`src/rtl/reg_file_pkg.sv`:
```
// Shared index map and helpers for the parametrised register file.
// Indices 0..NUM_GPR-1 are GPRs, 13 is SP, 14 is LR; 15 (PC) and the gap are unmapped.
// Combinational helpers only; no state lives here.
package reg_file_pkg;

   typedef logic [3:0] reg_idx_t;

   localparam reg_idx_t REG_SP = 4'd13;
   localparam reg_idx_t REG_LR = 4'd14;
   localparam reg_idx_t REG_PC = 4'd15;

   localparam int NUM_IDX = 16;

   // True when idx addresses real storage for a file with num_gpr GPRs.
   function automatic logic is_mapped(input reg_idx_t idx, input int num_gpr);
      return (int'(idx) < num_gpr) || (idx == REG_SP) || (idx == REG_LR);
   endfunction

endpackage

```
`src/rtl/reg_file_rd_port.sv`:
```
// One registered read port: index mux, optional same-edge write bypass, busy lookup.
// Latency 1 cycle from sel to data/busy.
// No backpressure; an unmapped sel leaves data and busy holding their last values.
module reg_file_rd_port
   import reg_file_pkg::*;
#(
   parameter int DATA_W  = 32,
   parameter int NUM_GPR = 8,
   parameter bit BYPASS  = 1'b1
) (
   input  logic                          clk,
   input  logic                          rst,
   input  reg_idx_t                      sel,
   input  logic [NUM_IDX-1:0][DATA_W-1:0] cur_val,
   input  logic [NUM_IDX-1:0][DATA_W-1:0] nxt_val,
   input  logic [NUM_IDX-1:0]            cur_busy,
   input  logic [NUM_IDX-1:0]            clr_busy,
   output logic [DATA_W-1:0]             data,
   output logic                          busy
);

   logic [DATA_W-1:0] pick_val;
   logic              pick_busy;

   // Bypass selects the post-write view (value and scoreboard after this edge's clear).
   always_comb begin
      pick_val  = BYPASS ? nxt_val[sel]  : cur_val[sel];
      pick_busy = BYPASS ? clr_busy[sel] : cur_busy[sel];
   end

   // Capture the selected register; unmapped indices keep the previous result.
   always_ff @(posedge clk or posedge rst) begin
      if (rst) begin
         data <= '0;
         busy <= 1'b0;
      end else if (is_mapped(sel, NUM_GPR)) begin
         data <= pick_val;
         busy <= pick_busy;
      end
   end

endmodule

```
`src/rtl/reg_file_param.sv`:
```
// Parametrised register file: NUM_GPR GPRs plus SP/LR, NUM_RD registered read ports, busy scoreboard.
// Writes commit on the rising edge; reads return 1 cycle after sel is sampled.
// No backpressure; the dedicated SP write beats a main write to index 13 in the same cycle.
module reg_file_param
   import reg_file_pkg::*;
#(
   parameter int              DATA_W  = 32,
   parameter int              NUM_GPR = 8,
   parameter int              NUM_RD  = 2,
   parameter logic [DATA_W-1:0] SP_RST = 'h1ffe,
   parameter logic [DATA_W-1:0] LR_RST = 'heeeeffff,
   parameter bit              BYPASS  = 1'b1
) (
   input  logic                     clk,
   input  logic                     rst,
   input  logic                     wr_en,
   input  logic [3:0]               wr_sel,
   input  logic [DATA_W-1:0]        wr_data,
   input  logic                     sp_wr_en,
   input  logic [DATA_W-1:0]        sp_in,
   input  logic                     mark_en,
   input  logic [3:0]               mark_sel,
   input  logic [4*NUM_RD-1:0]      rd_sel,
   output logic [DATA_W*NUM_RD-1:0] data_out,
   output logic [NUM_RD-1:0]        rd_busy,
   output logic [15:0]              busy_vec
);

   logic [NUM_IDX-1:0][DATA_W-1:0] regs;
   logic [NUM_IDX-1:0][DATA_W-1:0] regs_nxt;
   logic [NUM_IDX-1:0]             busy_q;
   logic [NUM_IDX-1:0]             busy_nxt;
   logic [NUM_IDX-1:0]             busy_clr;
   logic [NUM_IDX-1:0]             commit;

   // Resolve this edge's writes: SP port has priority over a main write to index 13.
   always_comb begin
      regs_nxt = regs;
      commit   = '0;
      for (int i = 0; i < NUM_IDX; i++) begin
         logic main_hit;
         logic sp_hit;
         main_hit = wr_en && (wr_sel == reg_idx_t'(i)) && is_mapped(reg_idx_t'(i), NUM_GPR);
         sp_hit   = sp_wr_en && (reg_idx_t'(i) == REG_SP);
         commit[i] = main_hit || sp_hit;
         if (sp_hit)
            regs_nxt[i] = sp_in;
         else if (main_hit)
            regs_nxt[i] = wr_data;
      end
   end

   // Scoreboard update: a new mark outranks a completing write to the same register.
   always_comb begin
      busy_nxt = busy_q;
      busy_clr = busy_q & ~commit;
      for (int i = 0; i < NUM_IDX; i++) begin
         if (mark_en && (mark_sel == reg_idx_t'(i)) && is_mapped(reg_idx_t'(i), NUM_GPR))
            busy_nxt[i] = 1'b1;
         else if (commit[i])
            busy_nxt[i] = 1'b0;
      end
   end

   // Register storage; unmapped slots never commit and stay at zero.
   always_ff @(posedge clk or posedge rst) begin
      if (rst) begin
         for (int i = 0; i < NUM_IDX; i++)
            regs[i] <= '0;
         regs[REG_SP] <= SP_RST;
         regs[REG_LR] <= LR_RST;
      end else begin
         regs <= regs_nxt;
      end
   end

   // Scoreboard state.
   always_ff @(posedge clk or posedge rst) begin
      if (rst)
         busy_q <= '0;
      else
         busy_q <= busy_nxt;
   end

   assign busy_vec = busy_q;

   for (genvar k = 0; k < NUM_RD; k++) begin : g_rd
      reg_file_rd_port #(
         .DATA_W  (DATA_W),
         .NUM_GPR (NUM_GPR),
         .BYPASS  (BYPASS)
      ) u_port (
         .clk      (clk),
         .rst      (rst),
         .sel      (rd_sel[4*k +: 4]),
         .cur_val  (regs),
         .nxt_val  (regs_nxt),
         .cur_busy (busy_q),
         .clr_busy (busy_clr),
         .data     (data_out[DATA_W*k +: DATA_W]),
         .busy     (rd_busy[k])
      );
   end

endmodule

```
`config.mk`:
```
export PLATFORM = sky130hd
export DESIGN_NAME = reg_file_param
export DESIGN_NICKNAME = d
export VERILOG_FILES = /design/src/rtl/reg_file_pkg.sv /design/src/rtl/reg_file_rd_port.sv /design/src/rtl/reg_file_param.sv
export SDC_FILE = /design/constraint.sdc
export NUM_CORES = 1
export LEC_CHECK = 0
export CAP_MARGIN = 20
export CORE_MARGIN = 4
export CORE_UTILIZATION = 60
export DETAILED_ROUTE_END_ITERATION = 6
export GPL_TIMING_DRIVEN = 0
export MAX_ROUTING_LAYER = met4
export PLACE_DENSITY = 0.87
export SLEW_MARGIN = 10
export SYNTH_ARGS = -nofsm -noshare
export SYNTH_HDL_FRONTEND = slang
export SYNTH_SLANG_ARGS = --single-unit
export TNS_END_PERCENT = 50
```
`constraint.sdc`:
```
create_clock -name clk -period 23.9 [get_ports clk]
set_clock_uncertainty 0.05 [all_clocks]
set_input_delay 3.585 -clock clk [delete_from_list [all_inputs] [get_ports clk]]
set_output_delay 3.585 -clock clk [all_outputs]
set_load 0.01 [all_outputs]
```
==> metrics.txt <==
outcome=complete, but fails checks; failing checks=DRC; Pint=0.00148 W; Rel. slew slack=roughly 11%; Fill cells=about 2400; worst path cell trace=clkdlybuf4s50_1 -> buf_2 -> nand2b_1 -> buf_1 -> o21ai_2 -> clkbuf_1 -> o21ai_0 -> o22ai_1 -> o221ai_1 -> nand2_1; Fmax=roughly 150 MHz; Synth top cells by count=dfrtp_1, o21ai_0, mux2_2; dpl hpwl=around 66000 µm; Seq/Total Area, Yosys=47.8%; Core Box Area=33900 µm²; max cap viols=0; cell family with most CP delay=buffers and inverters; Post-Place Cells=2609; Tot GR Track Use=between 50% and 60%; post_cts resized=0; CTS Root Cell=clkbuf_16; most frequent cell after synthesis=dfrtp_1; minimum clock period=about 6800 ps; reg-to-reg slack, setup=roughly 22000 ps; Pwr Density=slightly below 90 nW/µm²; CTS tree=done; Post-Synthesis Cell Area=roughly 21000 µm²; CP Launch Point=wr_en; total grt overflow=0; Slew @ Worst Pin=roughly 1300 ps; Clock Sinks=a little under 400; post-synth cell types=75; Area Overhead vs Synth=18.9%; Initial Utilization=between 60% and 70%; Net Sw Frac=about a third; CTS max path bufs=3; Critical Path RT=between 20000 and 25000 ps; sequential fraction of design power=around two fifths; syn avg cell area=~10 µm²; slowest CP cell=o21ai_2; Final GP Congestion=1.08; share of layout cells above drive strength 1=17.4%; Worst path max stage delay=slightly below 800 ps; max-slew violations=0; Final #Nets=approximately 2300; CP endpoint kind=register; Clock power frac=about a third; antenna viol nets, final=0; Setup Fix Bufs, Post-CTS=0; WL final=around 97000 µm; worst hold path class=reg2reg; port bufs=between 150 and 200; initial antenna violation count=6; H-Tree Depth=2; CP max FO=10; count of boundary I/O pins=between 150 and 200; vias per cell=slightly below 8; DIE AREA=37700 µm²; top cell type's share of synthesized area=~43%; combinational power share=between 20% and 30%; Synth area leader=dfrtp_1; top post-synthesis cells by area=dfrtp_1, mux2_2, mux2i_1; Clk Latency, worst-skew pair=between 500 and 600 ps; initial detailed-routing violation count=4022; critical path type=in2reg; critical hold path startpoint=regs[229]$_DFF_PP0_; Worst Path Arrival=about 7300 ps; Final setup viols=0; fin util=about three quarters; Chip Height=a little under 200 µm; first-pass GRT wire length=about 140000 µm; hold buffers post-CTS=0; RSZ-0062 raised after global routing=false; P_leak=11.2 nW; Wirelength per Cell=roughly 36 µm; Critical Path Start Type=input port; worst path buffer plus inverter count=4; vias=slightly above 20000; Layout Cells excl Fill=about 2700; Peak VDD IR=around 0.000069 V; Overall Power=0.00216 W; vias in the first global route=between 20000 and 25000; largest net degree at the start of global routing=between 100 and 150; Seq cells post-synth=between 300 and 400; Fin. Hold Viols=0; Setup TNS=0 ps; First-pass DRT Iterations=7; Die X=just under 200 µm; YS warnings=0; Cell Rows=67; Worst-path clk slew=roughly 60 ps; asr flop ratio synth=100%; # DRC=16; Post-synth EDFFs=0; Primary FF master, synth=dfrtp_1; total CTS buffers=43; final period utilization=~29%; Syn Inst Count=between 1500 and 2000; Reg-to-Reg Start=regs[146]$_DFF_PP0_; hold slack=approximately 440 ps; switching power=roughly 0.00068 W
-- cells in the final DEF, fill, tap and decap left out, drive strengths merged, types with 24 or more instances in the layout --
cell / instances
dfrtp: 356
o21ai: 187
clkbuf: 180
clkdlybuf4s50: 151
mux2: 129
mux2i: 120
nand2: 120
inv: 115
nor2: 113
o22ai: 94
buf: 82
nor3: 70
a21oi: 63
a222oi: 58
dfstp: 40
mux4: 34
a211o: 32
a211oi: 30
a221oi: 27
o211ai: 25
o221ai: 24
-- power groups by stage --
stage | logic [W] | registers, W | clock network (W)
detailed placement | 0.000493 | 0.000897 | 0
global placement | 0.000474 | 0.000892 | 0
finish | 0.000523 | 0.000896 | 0.000736
floorplan | 0.000301 | 0.000885 | 0
global route | 0.000546 | 0.000903 | 0.000758
CTS | 0.000499 | 0.000889 | 0.000727
-- metrics by stage --
step                      worst slack [ps]  cell area [µm²]
final                                17080            24700
after floorplan                       9320            20800
after global routing                 17200            24700
after global placement                4710            22900
after detailed placement             16790            23100
after CTS                            17340            24700
-- cells by family after synthesis --
group                     Yosys count  share of synthesized area, %
AOI/OAI and AO/OA                 632                          21.1
buffers and inverters             308                          6.26
and+or+nand+nor                   372                          8.26
DFF                               396                          47.8
xor gates and xnor gates            3                         0.126
muxes                             283                          16.4
other                               1                        0.0180
-- layout make-up --
class                           count  area, µm²  area share, %
Sequential cell                   396       9960           40.2
Tap cell                          448        561           2.27
Inverter                          119        454           1.84
Antenna cell                        8       20.0         0.0809
Clock inverter                     23        290           1.17
Buffer                            189        860           3.47
Clock buffer                       57       1260           5.09
Timing Repair Buffer              167       1750           7.07
Multi-Input combinational cell   1296       9590           38.8
-- layer usage --
layer / vias up / track usage [%] / part of all wire (%)
met5: - / - / 0
met4: 0 / 34.6 / 9.0
met3: 631 / 21.0 / 17
met2: 2238 / 67.8 / 40
met1: 9987 / 63.0 / 34
li1: 7914 / - / -
-- sequential cells by signal, indices dropped and copies added, names as in the netlist --
signal	cells
g_rd.u_port.busy	2
busy_vec	10
g_rd.u_port.data	64
regs	320
-- worst paths after layout --
check,cells past startpoint,endpoint
max,10,g_rd[1].u_port.data[16]$_DFFE_PP0P_
min,2,regs[229]$_DFF_PP0_
max reg2reg,5,g_rd[1].u_port.data[18]$_DFFE_PP0P_
min reg2reg,2,regs[229]$_DFF_PP0_
max in group asynchronous,5,regs[151]$_DFF_PP0_
min in group asynchronous,2,g_rd[1].u_port.data[6]$_DFFE_PP0P_
-- worst register-to-register path: stages, from the launching register on --
cell and delay (ps):
dfrtp_1 350, o21ai_0 90, o22ai_1 100, o21bai_1 190, a221oi_1 660, o21ai_1 110
No activity file was read; power rests on OpenSTA's default activity.
